<file path="src/rtl/csl_task_scheduler.sv">
// CSL task scheduler: queues PU/FU/WU requests and issues them one at a time
// to the bot, holding each until task_complete or the watchdog aborts it.
module csl_task_scheduler #(
  parameter int          DEPTH    = 4,
  parameter int unsigned TIMEOUT  = 50_000_000,
  parameter logic [4:0]  PU_START = 5'd10,
  parameter logic [4:0]  PU_END   = 5'd30,
  parameter logic [4:0]  PU_PREV  = 5'd28,
  parameter logic [4:0]  FU_START = 5'd24,
  parameter logic [4:0]  FU_END   = 5'd19,
  parameter logic [4:0]  FU_PREV  = 5'd18,
  parameter logic [4:0]  WU_START = 5'd18,
  parameter logic [4:0]  WU_END   = 5'd11,
  parameter logic [4:0]  WU_PREV  = 5'd12
) (
  input  logic                     clk,
  input  logic                     rst,
  input  logic                     req_valid,
  input  logic [1:0]               req_unit,
  output logic                     req_ready,
  input  logic                     task_complete,
  output logic                     task_start,
  output logic                     task_busy,
  output logic [1:0]               unit_type,
  output logic [4:0]               csl_start,
  output logic [4:0]               csl_end,
  output logic [4:0]               csl_prev_node_of_end_point,
  output logic [$clog2(DEPTH):0]   queue_count,
  output logic                     overflow_err,
  output logic                     timeout_err
);

  localparam int AW = $clog2(DEPTH);
  localparam logic [AW:0] FULL = (AW+1)'(DEPTH);
  localparam logic [31:0] WD_LAST = 32'(TIMEOUT - 1);

  typedef enum logic [1:0] {
    IDLE,
    RUN,
    DONE
  } state_t;

  state_t        state;
  logic [1:0]    mem [DEPTH];
  logic [AW-1:0] wr_ptr;
  logic [AW-1:0] rd_ptr;
  logic [AW:0]   count;
  logic [31:0]   wdog;

  logic       req_ok;
  logic       full;
  logic       pop;
  logic       push;
  logic       wd_hit;
  logic [1:0] head;
  logic [4:0] n_start;
  logic [4:0] n_end;
  logic [4:0] n_prev;

  assign req_ok      = req_valid && (req_unit != 2'd0);
  assign full        = (count == FULL);
  assign pop         = (state == IDLE) && (count != '0);
  assign push        = req_ok && (!full || pop);
  assign req_ready   = !full;
  assign queue_count = count;
  assign head        = mem[rd_ptr];
  assign wd_hit      = (TIMEOUT != 0) && (wdog == WD_LAST);

  always_comb begin
    n_start = 5'd0;
    n_end   = 5'd0;
    n_prev  = 5'd0;
    case (head)
      2'd1: begin
        n_start = PU_START;
        n_end   = PU_END;
        n_prev  = PU_PREV;
      end
      2'd2: begin
        n_start = FU_START;
        n_end   = FU_END;
        n_prev  = FU_PREV;
      end
      2'd3: begin
        n_start = WU_START;
        n_end   = WU_END;
        n_prev  = WU_PREV;
      end
      default: ;
    endcase
  end

  always_ff @(posedge clk) begin
    if (push) mem[wr_ptr] <= req_unit;
  end

  // On a full queue a same-edge pop frees the slot being written.
  always_ff @(posedge clk or posedge rst) begin
    if (rst) begin
      wr_ptr <= '0;
      rd_ptr <= '0;
      count  <= '0;
    end else begin
      if (push) wr_ptr <= wr_ptr + 1'b1;
      if (pop)  rd_ptr <= rd_ptr + 1'b1;
      case ({push, pop})
        2'b10:   count <= count + 1'b1;
        2'b01:   count <= count - 1'b1;
        default: ;
      endcase
    end
  end

  always_ff @(posedge clk or posedge rst) begin
    if (rst) begin
      state                      <= IDLE;
      wdog                       <= '0;
      task_start                 <= 1'b0;
      task_busy                  <= 1'b0;
      unit_type                  <= 2'd0;
      csl_start                  <= 5'd0;
      csl_end                    <= 5'd0;
      csl_prev_node_of_end_point <= 5'd0;
      overflow_err               <= 1'b0;
      timeout_err                <= 1'b0;
    end else begin
      task_start   <= 1'b0;
      timeout_err  <= 1'b0;
      overflow_err <= req_ok && full && !pop;
      case (state)
        IDLE: begin
          if (pop) begin
            state                      <= RUN;
            task_start                 <= 1'b1;
            task_busy                  <= 1'b1;
            unit_type                  <= head;
            csl_start                  <= n_start;
            csl_end                    <= n_end;
            csl_prev_node_of_end_point <= n_prev;
            wdog                       <= '0;
          end
        end
        RUN: begin
          if (task_complete || wd_hit) begin
            state                      <= DONE;
            timeout_err                <= !task_complete;
            task_busy                  <= 1'b0;
            unit_type                  <= 2'd0;
            csl_start                  <= 5'd0;
            csl_end                    <= 5'd0;
            csl_prev_node_of_end_point <= 5'd0;
            wdog                       <= '0;
          end else if (wdog != '1) begin
            wdog <= wdog + 1'b1;
          end
        end
        DONE: state <= IDLE;
        default: state <= IDLE;
      endcase
    end
  end

endmodule

</file>
<file path="config.mk">
export PLATFORM = sky130hd
export DESIGN_NAME = csl_task_scheduler
export DESIGN_NICKNAME = d
export VERILOG_FILES = /design/src/rtl/csl_task_scheduler.sv
export SDC_FILE = /design/constraint.sdc
export NUM_CORES = 1
export LEC_CHECK = 0
export BUFFER_PORTS_ARGS = -buffer_cell sky130_fd_sc_hd__buf_2
export CORE_MARGIN = 5
export CORE_UTILIZATION = 60
export DETAILED_ROUTE_END_ITERATION = 8
export PLACE_DENSITY = 0.76
export SYNTH_ARGS = -nofsm -noshare
export SYNTH_HDL_FRONTEND = slang
export SYNTH_SLANG_ARGS = --single-unit
</file>
<file path="constraint.sdc">
create_clock -name clk -period 3.46 [get_ports clk]
set_input_delay 0.519 -clock clk [delete_from_list [all_inputs] [get_ports clk]]
set_output_delay 0.519 -clock clk [all_outputs]
set_load 0.02 [all_outputs]
</file>
==> summary.txt <==
Synth
  – Synth warn: 0
  – Commonest cells in the synthesized netlist: dfrtp_1 (52), nand2_1 (26), inv_1 (20), nand3_1 (19), o21ai_0 (18)
  – Largest area contributor in the netlist: dfrtp_1
  – Post-Syn Instances: 350
  – Post-synth EDFFs: 8
  – Synth cell types: 54
  – Most frequent cell after synthesis: dfrtp_1
  – Synth area leaders: dfrtp_1 (38%), edfxtp_1 (7.0%), ha_1 (3.3%), nand4_1 (3.1%), nand2_1 (2.9%)
  – Netlist Area Pre-Place: 0.00342 mm2
  – Sequential share of the synthesized area: 45.1%
  – Top FF cell, synth: dfrtp_1
  – Post-synthesis register bit count: 60
  – Mapped Avg Cell Area: 9.76 um2
  – Post-synth top area share: 38.1%
  – Fraction of registers with async set/reset: 86.7%

Critical path
  – Crit Path Class: flip-flop to flip-flop
  – Worst Setup SP: wdog[0]
  – CP Capture Type: flip-flop
  – Worst setup path endpoint: wdog[15]
  – Max FO, Critical Path: 16
  – Startpoint types: flip-flop
  – R2r endpoint: wdog[15]
  – Worst Reg-to-Reg Cells: 6
  – RR Startpoint: wdog[0]
  – CP arrival: a little over 3 ns
  – CP required: 3.69 ns
  – R2r setup slk: 0.63 ns

Layout
  – Filler Cell Count: 437
  – Post-route insts no fill: 449
  – Layout cell share with drive strength beyond 1: roughly 17%
  – Seq. cell area: 0.00154 mm2
  – Multi-input gate area: between 0.0015 and 0.002 mm2
  – Fin area: ~0.0037 mm2
  – P&R area growth vs syn: 9.63%
  – Final nets: about 390
  – Ant. Diodes: 0
  – Final core utilization: 68.0%

Clock network
  – Root Buffer: clkbuf_8
  – TritonCTS Buffers: 9
  – CTS tree: yes
  – Post-CTS Setup Repair Bufs: 0
  – Clock buffer depth: 2
  – Clk_lat worst skew: ~0.35 ns
  – # H-tree levels: 3
  – Post-cts resize count: 0
  – CTS Hold Bufs: 0
  – Clock tree sinks: 60
  – Clk slew on worst S/H paths: 0.07 ns

Route
  – Starting DRT DRC Count: 208
  – Vias per Instance: 6.24
  – Routed Wire Length: 7570 um
  – Wire length per cell: ~17 um
  – Drt first pass iters: 4
  – DRT antenna net count: 0
  – DRC: 0
  – DR vias: 2801

GRT
  – Largest net degree at the start of global routing: 53
  – Initial antenna violation count: 0
  – GRT overflow: 0
  – Vias in the first global route: 2799
  – First-pass GRT wire length: 13200 um
  – Global Route Usage Sum: 22.8%

Timing
  – Setup ws final: 0.630 ns
  – Layout Skew: approximately 0.0035 ns
  – Relative slew slack: 25.3%
  – Min Tclk post-route: roughly 2.8 ns
  – Hold Vio Cnt, Final: 0
  – Final Cycle Share: 81.8%
  – Max Fclk: 0.353 GHz
  – Worst slew pin tran: about 1.1 ns
  – Final Setup Violations: 0
  – Max Slew Vio Count: 0
  – Final TNS setup: 0 ns
  – RSZ-0062 raised after global routing: no

Floorplanning
  – Site Rows: 27
  – Die Wd: 85.5 um
  – Core Region: 0.00551 mm2
  – DIE AREA: 0.00730 mm2
  – Ports: 31
  – Initial Util: 62.0%
  – Die span in y: 85.5 um

Placement
  – GP Congestion: 0.817
  – IO Port Bufs: 27
  – Placed insts: 433
  – HPWL after DPL: between 5000 and 6000 um
  – Setup Slack @ Placement: 0.709 ns
  – Placed Area: 0.00357 mm2

Power
  – Peak supply drop: 0.579 mV
  – Pwr/cell area: 666 mW/mm2
  – Leak pwr: 1.55 nW

Outcome
  – Status: finished, final reports clean

Worst hold path
  – Hold Path Class: primary input to flip-flop

Flow run
  – Number of max-cap violations: 0
==> power breakdown <==
part	internal (mW)	leakage, nW	switching (mW)
Clock	0.262	0.0896	0.302
Combinational	0.360	0.689	0.611
Sequential	0.842	0.768	0.118
Total	1.46	1.55	1.03
==> metrics by stage <==
step / total power [mW] / hold WS [ns]
6_report: 2.49 / 0.404
5_1_grt: 2.69 / 0.387
4_1_cts: 2.51 / 0.393
3_5_place_dp: 1.94 / 0.500
3_3_place_gp: 1.91 / 0.494
2_1_floorplan: 1.71 / 0.468
==> metal layers <==
layer  GRT usage (%)  vias to the layer above  share of wire [%]
met2            33.8                       87                 46
met1            31.8                     1349                 47
li1                -                     1354                  -
met3            5.44                       11                5.8
met5               0                        -                  0
met4            10.2                        0                1.5
==> final cells by class <==
cell class              count  area share (%)
clock inverters             7            1.40
clock buffers               9            3.31
repair buffers             34            5.01
flip-flops and latches     60            41.2
multi-input cells         247            44.7
well taps                  72            2.41
inverters                  20            2.00
==> worst min path at each step <==
stage | startpoint | end | slack [ns] | cells past startpoint
after floorplan | wdog[29] | wdog[29] | 0.47 | 1
after global placement | csl_end[2] | csl_end[2] | 0.49 | 1
after detailed placement | task_busy | task_busy | 0.50 | 1
after CTS | req_unit[1] | mem[0][1] | 0.39 | 1
after global routing | req_unit[1] | mem[1][1] | 0.39 | 1
final | req_unit[1] | mem[1][1] | 0.40 | 1
==> worst max-delay path, stage by stage (launching register included) <==
cell	delay, ns
dfrtp_1	0.40
ha_1	0.23
nand4_1	0.18
or4_1	0.61
or3_1	0.73
and4_4	0.30
a221o_1	0.26
==> placed cells by master, fill, tap and decap left out, drive strengths merged, types with 9 or more instances in the layout <==
cell     Yosys  layout
buf         16      34
nand2       27      27
nor2        13      13
inv         20      21
nand3       20      20
ha           9       9
nand4       17      17
and3        10      10
o21ai       18      18
a211oi      12      12
dfrtp       52      52
and2        10      10
clkbuf       9       9
o2bb2ai      9       9
==> flip-flops by register name, indices dropped and copies added, names as in the netlist <==
name                        flops
mem                             8
csl_prev_node_of_end_point      1
csl_end                         3
wdog                           32
rd_ptr                          2
task_start                      1
unit_type                       2
timeout_err                     1
state                           2
queue_count                     3
wr_ptr                          2
overflow_err                    1
task_busy                       1
csl_start                       1
==> logic make-up after synthesis <==
logic type,Yosys count,synth area share (%)
AOI/OAI and AO/OA,81,16.9
xor gates and xnor gates,5,1.28
adders and majority gates,10,3.88
buffers and inverters,45,6.26
DFF,60,45.1
muxes,10,3.66
other,1,0.110
and+or+nand+nor,138,22.8
Note: power is estimated with default switching activity, not from simulation.
